--- config.mk ---
export PLATFORM = sky130hd
export DESIGN_NAME = vec_alu
export DESIGN_NICKNAME = d
export VERILOG_FILES = /design/src/rtl/vec_alu_pkg.sv /design/src/rtl/vec_alu_divider.sv /design/src/rtl/vec_alu.sv
export SDC_FILE = /design/constraint.sdc
export NUM_CORES = 2
export LEC_CHECK = 0
export CAP_MARGIN = 20
export CORE_ASPECT_RATIO = 1.2
export CORE_MARGIN = 1.5
export CORE_UTILIZATION = 40
export CTS_CLUSTER_DIAMETER = 50
export CTS_CLUSTER_SIZE = 20
export DETAILED_ROUTE_END_ITERATION = 10
export PLACE_DENSITY = 0.59
export SLEW_MARGIN = 20
export SYNTH_ARGS = -nofsm -noshare
export SYNTH_HDL_FRONTEND = slang
export SYNTH_HIERARCHICAL = 1
export SYNTH_SLANG_ARGS = --single-unit
--- constraint.sdc ---
create_clock -name clk -period 20.9 [get_ports clk]
set_input_delay 3.135 -clock clk [delete_from_list [all_inputs] [get_ports clk]]
set_output_delay 3.135 -clock clk [all_outputs]
set_load 0.03 [all_outputs]
--- src/rtl/vec_alu_pkg.sv ---
// vec_alu_pkg: opcode/subcode constants and divider FSM states shared by vec_alu
package vec_alu_pkg;
  localparam logic [3:0] OP_ADD  = 4'h0;
  localparam logic [3:0] OP_SUB  = 4'h1;
  localparam logic [3:0] OP_MUL  = 4'h2;
  localparam logic [3:0] OP_DIV  = 4'h3;
  localparam logic [3:0] OP_MEM4 = 4'h4;
  localparam logic [3:0] OP_JMP  = 4'h6;
  localparam logic [3:0] OP_LD   = 4'h7;
  localparam logic [3:0] OP_MEMC = 4'hC;
  localparam logic [3:0] OP_MEMD = 4'hD;
  localparam logic [3:0] OP_DOT  = 4'hE;
  localparam logic [3:0] SUB_LD  = 4'h0;
  localparam logic [3:0] SUB_ST  = 4'h1;
  localparam logic [3:0] SUB_JZ  = 4'h0;
  localparam logic [3:0] SUB_JNZ = 4'h1;
  localparam logic [3:0] SUB_JS  = 4'h2;
  localparam logic [3:0] SUB_JNS = 4'h3;
  typedef enum logic [1:0] {DIV_IDLE, DIV_BUSY, DIV_DONE} div_state_t;
  function automatic logic is_mem(input logic [3:0] op);
    return op == OP_MEM4 || op == OP_MEMC || op == OP_MEMD;
  endfunction
endpackage

--- src/rtl/vec_alu_divider.sv ---
// vec_alu_divider: single-lane restoring divider, one quotient bit per cycle
module vec_alu_divider #(
  parameter int WIDTH = 16
) (
  input  logic             clk,
  input  logic             rst,
  input  logic             start,
  input  logic [WIDTH-1:0] dividend,
  input  logic [WIDTH-1:0] divisor,
  output logic             done,
  output logic [WIDTH-1:0] quotient,
  output logic             div_zero
);
  localparam int CW = $clog2(WIDTH + 1);
  logic [CW-1:0] cnt;
  logic [WIDTH-1:0] rem, quo, dvs, src_rem, src_quo, src_dvs, rem_n, quo_n;
  logic [WIDTH:0] trial;
  logic ge;
  // the first step is taken on the start edge itself, straight from the operands
  assign src_rem = start ? '0 : rem;
  assign src_quo = start ? dividend : quo;
  assign src_dvs = start ? divisor : dvs;
  assign trial = {src_rem, src_quo[WIDTH-1]};
  assign ge = trial >= {1'b0, src_dvs};
  assign rem_n = ge ? WIDTH'(trial - {1'b0, src_dvs}) : trial[WIDTH-1:0];
  assign quo_n = WIDTH'({src_quo, ge});
  always_ff @(posedge clk or posedge rst)
    if (rst) begin
      cnt <= '0;
      rem <= '0;
      quo <= '0;
      dvs <= '0;
    end else if (start) begin
      cnt <= CW'(WIDTH - 1);
      rem <= rem_n;
      quo <= quo_n;
      dvs <= divisor;
    end else if (cnt != '0) begin
      cnt <= cnt - CW'(1);
      rem <= rem_n;
      quo <= quo_n;
    end
  assign done = cnt == '0;
  assign quotient = quo;
  assign div_zero = dvs == '0;
endmodule

--- src/rtl/vec_alu.sv ---
// vec_alu: two-stage multi-lane ALU with iterative divide, dot product, jumps and load/store
module vec_alu
  import vec_alu_pkg::*;
#(
  parameter int WIDTH   = 16,
  parameter int LANES   = 4,
  parameter int PC_STEP = 2
) (
  input  logic                   clk,
  input  logic                   rst,
  input  logic                   in_valid,
  output logic                   in_ready,
  input  logic [WIDTH-1:0]       in_pc,
  input  logic [15:0]            in_ins,
  input  logic [LANES*WIDTH-1:0] in_op1,
  input  logic [LANES*WIDTH-1:0] in_op2,
  input  logic [LANES*WIDTH-1:0] mem_rdata,
  output logic                   out_valid,
  input  logic                   out_ready,
  output logic [LANES*WIDTH-1:0] out_result,
  output logic                   out_take_jump,
  output logic [LANES-1:0]       out_overflow
);
  localparam int VW = LANES * WIDTH;
  logic s1_valid, s1_done, s1_advance, accept, start, s2_valid, take, jmp_take, unused_ins;
  logic [3:0] s1_opc, s1_sub;
  logic [WIDTH-1:0] s1_pc, dot, jmp_tgt;
  logic [VW-1:0] s1_op1, s1_op2, alu_res, res;
  logic [LANES-1:0] alu_ovf, div_done, ovf;
  logic [WIDTH-1:0] prod_lo [LANES];
  div_state_t state;
  assign unused_ins = ^{in_ins[11:8], in_ins[3:0]};
  assign accept = in_valid && in_ready;
  assign start = accept && in_ins[15:12] == OP_DIV;
  assign s1_done = s1_opc != OP_DIV || state == DIV_DONE;
  assign s1_advance = s1_valid && s1_done && (!s2_valid || out_ready);
  assign in_ready = !s1_valid || s1_advance;
  assign out_valid = s2_valid;
  // a new divide may start on the same edge the finished one leaves S1
  always_ff @(posedge clk or posedge rst)
    if (rst) state <= DIV_IDLE;
    else if (start) state <= DIV_BUSY;
    else if (state == DIV_BUSY && &div_done) state <= DIV_DONE;
    else if (state == DIV_DONE && s1_advance) state <= DIV_IDLE;
  for (genvar l = 0; l < LANES; l++) begin : g_lane
    logic [WIDTH-1:0] a, b, quo;
    logic [WIDTH:0] sum, dif;
    logic [2*WIDTH-1:0] prod;
    logic dz;
    assign a = s1_op1[l*WIDTH +: WIDTH];
    assign b = s1_op2[l*WIDTH +: WIDTH];
    assign sum = {1'b0, a} + {1'b0, b};
    assign dif = {1'b0, a} - {1'b0, b};
    assign prod = {{WIDTH{1'b0}}, a} * {{WIDTH{1'b0}}, b};
    assign prod_lo[l] = prod[WIDTH-1:0];
    vec_alu_divider #(.WIDTH(WIDTH)) u_div (
      .clk(clk),
      .rst(rst),
      .start(start),
      .dividend(in_op1[l*WIDTH +: WIDTH]),
      .divisor(in_op2[l*WIDTH +: WIDTH]),
      .done(div_done[l]),
      .quotient(quo),
      .div_zero(dz)
    );
    assign alu_res[l*WIDTH +: WIDTH] = s1_opc == OP_ADD ? sum[WIDTH-1:0] :
                                       s1_opc == OP_SUB ? dif[WIDTH-1:0] :
                                       s1_opc == OP_MUL ? prod[WIDTH-1:0] : quo;
    assign alu_ovf[l] = s1_opc == OP_ADD ? sum[WIDTH] :
                        s1_opc == OP_SUB ? dif[WIDTH] :
                        s1_opc == OP_MUL ? |prod[2*WIDTH-1:WIDTH] : dz;
  end
  always_comb begin
    dot = '0;
    for (int i = 0; i < LANES; i++) dot = dot + prod_lo[i];
  end
  assign jmp_take = s1_sub == SUB_JZ  ? s1_op1[WIDTH-1:0] == '0 :
                    s1_sub == SUB_JNZ ? |s1_op1[WIDTH-1:0] :
                    s1_sub == SUB_JS  ? s1_op1[WIDTH-1] :
                    s1_sub == SUB_JNS ? !s1_op1[WIDTH-1] : 1'b0;
  assign jmp_tgt = jmp_take ? s1_op2[WIDTH-1:0] : s1_pc + WIDTH'(PC_STEP);
  always_comb begin
    res = '0;
    ovf = '0;
    take = 1'b0;
    if (s1_opc inside {OP_ADD, OP_SUB, OP_MUL, OP_DIV}) begin
      res = alu_res;
      ovf = alu_ovf;
    end else if (s1_opc == OP_DOT) res[WIDTH-1:0] = dot;
    else if (s1_opc == OP_JMP) begin
      res[WIDTH-1:0] = jmp_tgt;
      take = jmp_take;
    end else if (is_mem(s1_opc) && s1_sub == SUB_ST) res = s1_op1;
    else if (s1_opc == OP_LD || (is_mem(s1_opc) && s1_sub == SUB_LD)) res = mem_rdata;
  end
  always_ff @(posedge clk or posedge rst)
    if (rst) begin
      s1_valid <= 1'b0;
      s1_opc <= '0;
      s1_sub <= '0;
      s1_pc <= '0;
      s1_op1 <= '0;
      s1_op2 <= '0;
    end else if (accept) begin
      s1_valid <= 1'b1;
      s1_opc <= in_ins[15:12];
      s1_sub <= in_ins[7:4];
      s1_pc <= in_pc;
      s1_op1 <= in_op1;
      s1_op2 <= in_op2;
    end else if (s1_advance) s1_valid <= 1'b0;
  always_ff @(posedge clk or posedge rst)
    if (rst) begin
      s2_valid <= 1'b0;
      out_result <= '0;
      out_take_jump <= 1'b0;
      out_overflow <= '0;
    end else if (s1_advance) begin
      s2_valid <= 1'b1;
      out_result <= res;
      out_take_jump <= take;
      out_overflow <= ovf;
    end else if (out_ready) s2_valid <= 1'b0;
endmodule

======== After elaboration in Yosys (flattened, before gate mapping) ========
Index checks and enable logic that the tools add are counted.
storage, ports and cells
  register bits after elaboration ......... 437
  bits of input ports ..................... 228
  output and inout bits ................... 71
operators by class
  add/sub/neg operators ................... 20
  $mul .................................... 4
  $lt $le $gt $ge ......................... 4
  eq/ne operators ......................... 16
  mux-type cells .......................... 87
  reductions and logical operators ........ 46
operator list
  cell                     count
  $mux W16                 47
  $mux W64                 3
  $mul A16 B16 Y32         4
  $mux W48                 2
  $logic_not A16 Y1        5
  $reduce_or A16 Y1        5
  $add A16 B16 Y17         4
  $ge A17 B16 Y1           4
  $sub A16 B16 Y17         4
  $sub A16 B16 Y16         4
  $add A16 B16 Y16         3
  $mux W5                  8
  $mux W1                  23
  $eq A4 B2 Y1 const B     5
  $logic_not A5 Y1         4
  $reduce_bool A5 Y1       4
  $sub A5 B1 Y5 const B    4
  $add A16 B2 Y16 const B  1
  $eq A4 B3 Y1 const B     3
  $eq A4 B4 Y1 const B     3
  $reduce_bool A2 Y1       6
  $eq A4 B1 Y1 const B     2
  $logic_and A1 B1 Y1      8
  $logic_not A4 Y1         2
  10 further kinds         19

======== Depth between registers and ports, before layout ========
  word-level depth ........................ 12
  depth in mapped cells ................... 32

======== Hierarchy ========
The synthesis kept the hierarchy.
modules (own cells, without submodules)
  module                                 times used  cells an instance  area each (µm²)  seq. area each (µm²)
  vec_alu                                1           6085               52511.6          5630.4
  vec_alu_divider (g_lane[0].u_div ...)  3           352                3251.9           1326.3
  vec_alu_divider (g_lane[3].u_div)      1           331                3265.6           1326.3

======== Worst setup path after synthesis ========
OpenSTA, ideal clock, no wires.
  path type ............................... input port to flip-flop
  from .................................... input port out_ready
  to ...................................... register g_lane[0].u_div.rem[14]
  data arrival time ....................... 7732 ps
  data required time ...................... 20774 ps
  setup slack ............................. 13042 ps
  cell stages on the path ................. 19
  path through ............................ nand2b_1 -> nand2b_1 -> nand2_1 -> and2_1 -> clkbuf_1 -> nor4b_1 -> buf_2 -> buf_1 -> clkbuf_1 -> mux2i_1 -> inv_1 -> fa_1 -> nand2b_1 -> a21oi_1 -> or3_1 -> nand3_1 -> o21ai_0 -> xor2_1 -> a221o_1
on the way
  word-level cells in the longest chain between the ends .. 10
ends and longest elaborated chain
  element                                                    RTL line                                      text
  start, declared                                            vec_alu.sv:19                                 input logic out_ready,
  $logic_or A1 B1 Y1 (*)                                     vec_alu.sv:36                                 assign s1_advance = s1_valid && s1_done && (!s2_valid || out_ready);
  $logic_and A1 B1 Y1 (*)                                    vec_alu.sv:36
  $logic_or A1 B1 Y1 (*)                                     vec_alu.sv:37                                 assign in_ready = !s1_valid || s1_advance;
  named net in_ready                                         vec_alu.sv:12                                 output logic in_ready,
  $logic_and A1 B1 Y1 (*)                                    vec_alu.sv:33                                 assign accept = in_valid && in_ready;
  $logic_and A1 B1 Y1 (*)                                    vec_alu.sv:34                                 assign start = accept && in_ins[15:12] == OP_DIV;
  named net start                                            vec_alu.sv:25                                 logic s1_valid, s1_done, s1_advance, accept, start, s2_valid, take, jmp_take, unused_ins;
  $mux W16 (*)                                               -
  named net g_lane[0].u_div.src_dvs[1]                       vec_alu_divider.sv:16                         logic [WIDTH-1:0] rem, quo, dvs, src_rem, src_quo, src_dvs, rem_n, quo_n;
  $sub A16 B16 Y16 / $ge A17 B16 Y1 (equally long branches)  vec_alu_divider.sv:25, vec_alu_divider.sv:24
  $mux W16 (*)                                               vec_alu_divider.sv:25                         assign rem_n = ge ? WIDTH'(trial - {1'b0, src_dvs}) : trial[WIDTH-1:0];
  $mux W16                                                   vec_alu_divider.sv:38                         end else if (cnt != '0) begin
  $mux W16 (*)                                               vec_alu_divider.sv:33                         end else if (start) begin
  end signal, assigned                                       vec_alu_divider.sv:35                         rem <= rem_n;
  end signal, assigned                                       vec_alu_divider.sv:40                         rem <= rem_n;
  end, declared                                              vec_alu_divider.sv:16
The timed path passes the listed nets; every way through them passes the cells marked *. The select of a mux whose other input is x is not followed.
A chain may end at the register's enable or synchronous reset.

======== Final worst setup path ========
  from .................................... input port out_ready
  to ...................................... register g_lane[2].u_div.rem[14]
on the way
  word-level cells in the longest chain between the ends .. 10
ends and longest elaborated chain
  element                                                    RTL line
  $logic_or A1 B1 Y1 (*)                                     vec_alu.sv:36
  $logic_and A1 B1 Y1 (*)                                    vec_alu.sv:36
  $logic_or A1 B1 Y1 (*)                                     vec_alu.sv:37
  $logic_and A1 B1 Y1 (*)                                    vec_alu.sv:33
  $logic_and A1 B1 Y1 (*)                                    vec_alu.sv:34
  named net start                                            vec_alu.sv:25
  $mux W16 (on tied branches)                                -
  $sub A16 B16 Y16 / $ge A17 B16 Y1 (equally long branches)  vec_alu_divider.sv:25, vec_alu_divider.sv:24
  $mux W16                                                   vec_alu_divider.sv:25
  $mux W16                                                   vec_alu_divider.sv:38
  $mux W16                                                   vec_alu_divider.sv:33
  end signal, assigned                                       vec_alu_divider.sv:35
  end signal, assigned                                       vec_alu_divider.sv:40
  end, declared                                              vec_alu_divider.sv:16
Marks and branches as above.

==> results.sh <==
export IMPL_status="complete, no violations"
export IMPL_timing_rr_end="out_result[14]$_DFFE_PP0P_"
export IMPL_clock_fmax_ghz=0.110
export IMPL_grt_use_total_pct=28.2
export IMPL_syn_nets=9150
export IMPL_cp_start_kind="primary input"
export IMPL_clk_pin_slew_ns=0.06
export IMPL_num_rows=162
export IMPL_die_h_um=446
export IMPL_fin_nets=9234
export IMPL_rrSetupSlack_ns=11.93
export IMPL_ys_seq_area_share_pct=16.7
export IMPL_ff2ff_path_depth=26
export IMPL_synth_enable_flop_cells=0
export IMPL_r2r_start="s1_op1[33]$_DFFE_PP0P_"
export IMPL_antenna_found_initial=12
export IMPL_initial_core_util_pct=40.3
export IMPL_fin_crit_ns=9.08
export IMPL_finalNonFillerCells=9749
export IMPL_path_cells="clkdlybuf4s50_1, nand2b_1, nand2b_4, nand2_1, and2_4, nor4b_4, buf_4, buf_4, mux2i_1, ha_1, a21oi_1, inv_1, a221oi_1, o21ai_1, o21ba_1, nor2_1, a221o_1"
export IMPL_finalWirelength_um=233000
export IMPL_postCtsHoldBufs=0
export IMPL_fin_util_pct=44.9
export IMPL_worst_pin_slew_ns=1.14
export IMPL_holdWs_ns=0.478
export IMPL_syn_area_mm2=0.0655
export IMPL_layout_common_cells="inv_1 (1186), fa_1 (818), nand2_1 (808)"
export IMPL_place_inst=9615
export IMPL_cts_tree="done"
export IMPL_port_buffers=290
export IMPL_firstDrtPassIters=9
export IMPL_hold_path_class="reg2reg"
export IMPL_drt_iter0_markers=4451
export IMPL_hpwl_um=183000
export IMPL_grt_pass1_vias=57600
export IMPL_syn2layout_area_growth_pct=11.4
export IMPL_die_area_mm2=0.166
export IMPL_ioPinCount=299
export IMPL_wl_per_cell_um=23.9
export IMPL_fp_dieW_um=372
export IMPL_cap_violations=0
export IMPL_crit_arrival_ns=9.63
export IMPL_grt_pass1_wl_um=355000
export IMPL_regArea_mm2=0.0109
export IMPL_synth_area_leaders="fa_1 (25%), dfrtp_1 (17%), ha_1 (12%), inv_1 (6.8%), and2_1 (5.1%)"
export IMPL_synth_warnings=6
export IMPL_fin_tns_setup_ns=0
export IMPL_htreeDepth=3
export IMPL_drive_gt1_share_pct=5.19
export IMPL_cpMostUsedCell="buf_4"
export IMPL_drc=0
export IMPL_coreArea_mm2=0.163
export IMPL_cp_data_required_time_ns=21.45
export IMPL_multi_input_area_mm2=0.0488
export IMPL_rsz0062_at_grt="false"
export IMPL_via_count=55300
export IMPL_numCtsBuffers=71
export IMPL_fin_crit_sh_pct=43.4
export IMPL_drv_slew=0
export IMPL_netlist_instances=7472
export IMPL_finalHoldViolCount=0
export IMPL_crit_slowest_cell="o21ba_1"
export IMPL_setup_viol=0
export IMPL_fin_skew_ns=0.0470
export IMPL_ys_seq_elements=437
export IMPL_ant_nets=0
export IMPL_cts_sinks=437
export IMPL_avgSynthCellArea_um2=8.77
export IMPL_critPathMaxFanout=62
export IMPL_synthFlopType="dfrtp_1"
export IMPL_holdPathEnd="g_lane[3].u_div/rem[6]$_DFFE_PP0P_"
export IMPL_yosysTopAreaCell="fa_1"
export IMPL_final_common_cell="inv_1"
export IMPL_ys_types=101
export IMPL_vias_per_cell=5.68
export IMPL_hold_depth=2
export IMPL_ctsResizeCount=0
export IMPL_synthArstFlopShare_pct=100
export IMPL_slew_limit_headroom_pct=23.9
export IMPL_criticalPathCategory="in2reg"
export IMPL_gp_congestion=0.968
export IMPL_worstHoldStart="g_lane[3].u_div/rem[6]$_DFFE_PP0P_"
export IMPL_grt_max_degree=121
export IMPL_cp_slowest_stage_delay_ns=0.72
export IMPL_cts_root_buf="clkbuf_16"
export IMPL_clock_path_buffers=3
export IMPL_post_cts_buffers=0
export IMPL_fill_cells=16000
export IMPL_overflow=0
export IMPL_clk_latency_ns=0.71
export IMPL_end_kind="register"
export IMPL_synth_top_area_share_pct=25.0
## per-layer routing
| layer | vias to the layer above | share of wire, % | track usage, % |
|---|---|---|---|
| met5 | - | 0.042 | 0 |
| met4 | 12 | 5.6 | 14.5 |
| met3 | 547 | 7.4 | 4.52 |
| met2 | 2177 | 47 | 46.2 |
| met1 | 27900 | 40 | 35.7 |
| li1 | 24700 | - | - |
## how the worst max path moves through the flow
stage	from	cells after the start	endpoint	slack, ns
after detailed placement	out_ready	18	g_lane[1].u_div/rem[7]$_DFFE_PP0P_	10.89
after global routing	out_ready	18	g_lane[2].u_div/rem[14]$_DFFE_PP0P_	11.52
after global placement	out_ready	17	g_lane[2].u_div/rem[14]$_DFFE_PP0P_	10.98
after CTS	out_ready	17	g_lane[2].u_div/rem[14]$_DFFE_PP0P_	11.60
final	out_ready	17	g_lane[2].u_div/rem[14]$_DFFE_PP0P_	11.82
after floorplan	rst	1	out_overflow[0]$_DFFE_PP0P_	11.60
## layout make-up
cell class	count	share of cell area (%)
flip-flops and latches	437	15.0
inverters	1201	6.19
multi-input cells	5478	66.8
diodes	3	0.0103
repair buffers	367	4.79
clock inverters	56	1.07
well taps	2132	3.66
clock buffers	75	2.50
## cells by family after synthesis
family          after synthesis  synth area share, %
fa+ha+maj                  1450                 37.1
compound gates             1426                 14.3
mux                         253                 4.15
simple gates               2140                 16.0
xor+xnor                    209                 2.79
flops                       437                 16.7
buf+inv                    1557                 9.03
## worst max-delay path: cells and delay by family
| kind | cells | cell delay [ns] |
|---|---|---|
| compound gates | 5 | 1.70 |
| buf+inv | 4 | 1.84 |
| simple gates | 6 | 2.03 |
| mux | 1 | 0.46 |
| fa+ha+maj | 1 | 0.35 |
## flip-flops by register name, summed over array words and instances, names as in the netlist
name                   cells
g_lane.u_div/dvs          64
g_lane.u_div/quotient     64
g_lane.u_div/rem          64
out_result                64
s1_op1                    64
s1_op2                    64
g_lane.u_div/cnt          20
s1_pc                     16
out_overflow               4
s1_opc                     4
s1_sub                     4
state                      2
out_take_jump              1
out_valid                  1
s1_valid                   1
## per-stage QoR
stage	setup slack (ns)	area, um2
2_1_floorplan	11.60	65500
3_3_place_gp	10.98	70400
3_5_place_dp	10.89	70400
4_1_cts	11.60	73000
5_1_grt	11.52	73000
6_report	11.82	73000
## cells in the mapped netlist, types with 18 or more instances
cell	instances
ha_1	632
o21ai_1	18
nand4_1	24
xor2_1	62
a211oi_1	39
mux2i_1	159
or3_1	32
o21bai_1	31
nand2b_1	52
buf_2	19
nor3_1	53
and3_1	30
buf_1	18
a221oi_1	50
nand3_1	91
a22oi_1	34
nor4_1	30
fa_1	818
xnor2_1	147
mux2_2	85
o21ai_0	370
inv_1	1193
a211o_1	24
a221o_1	23
o21a_1	41
a21o_1	87
nor2b_1	89
nand2_1	810
and2_1	539
nor2_1	334
clkbuf_1	311
o211ai_1	57
dfrtp_1	437
a31oi_1	61
o22ai_1	67
a21oi_1	301
o31ai_1	32
Power is left out: the tool's default activity adds up to more than one toggle a clock period on the data nets, which glitch-free logic cannot reach.
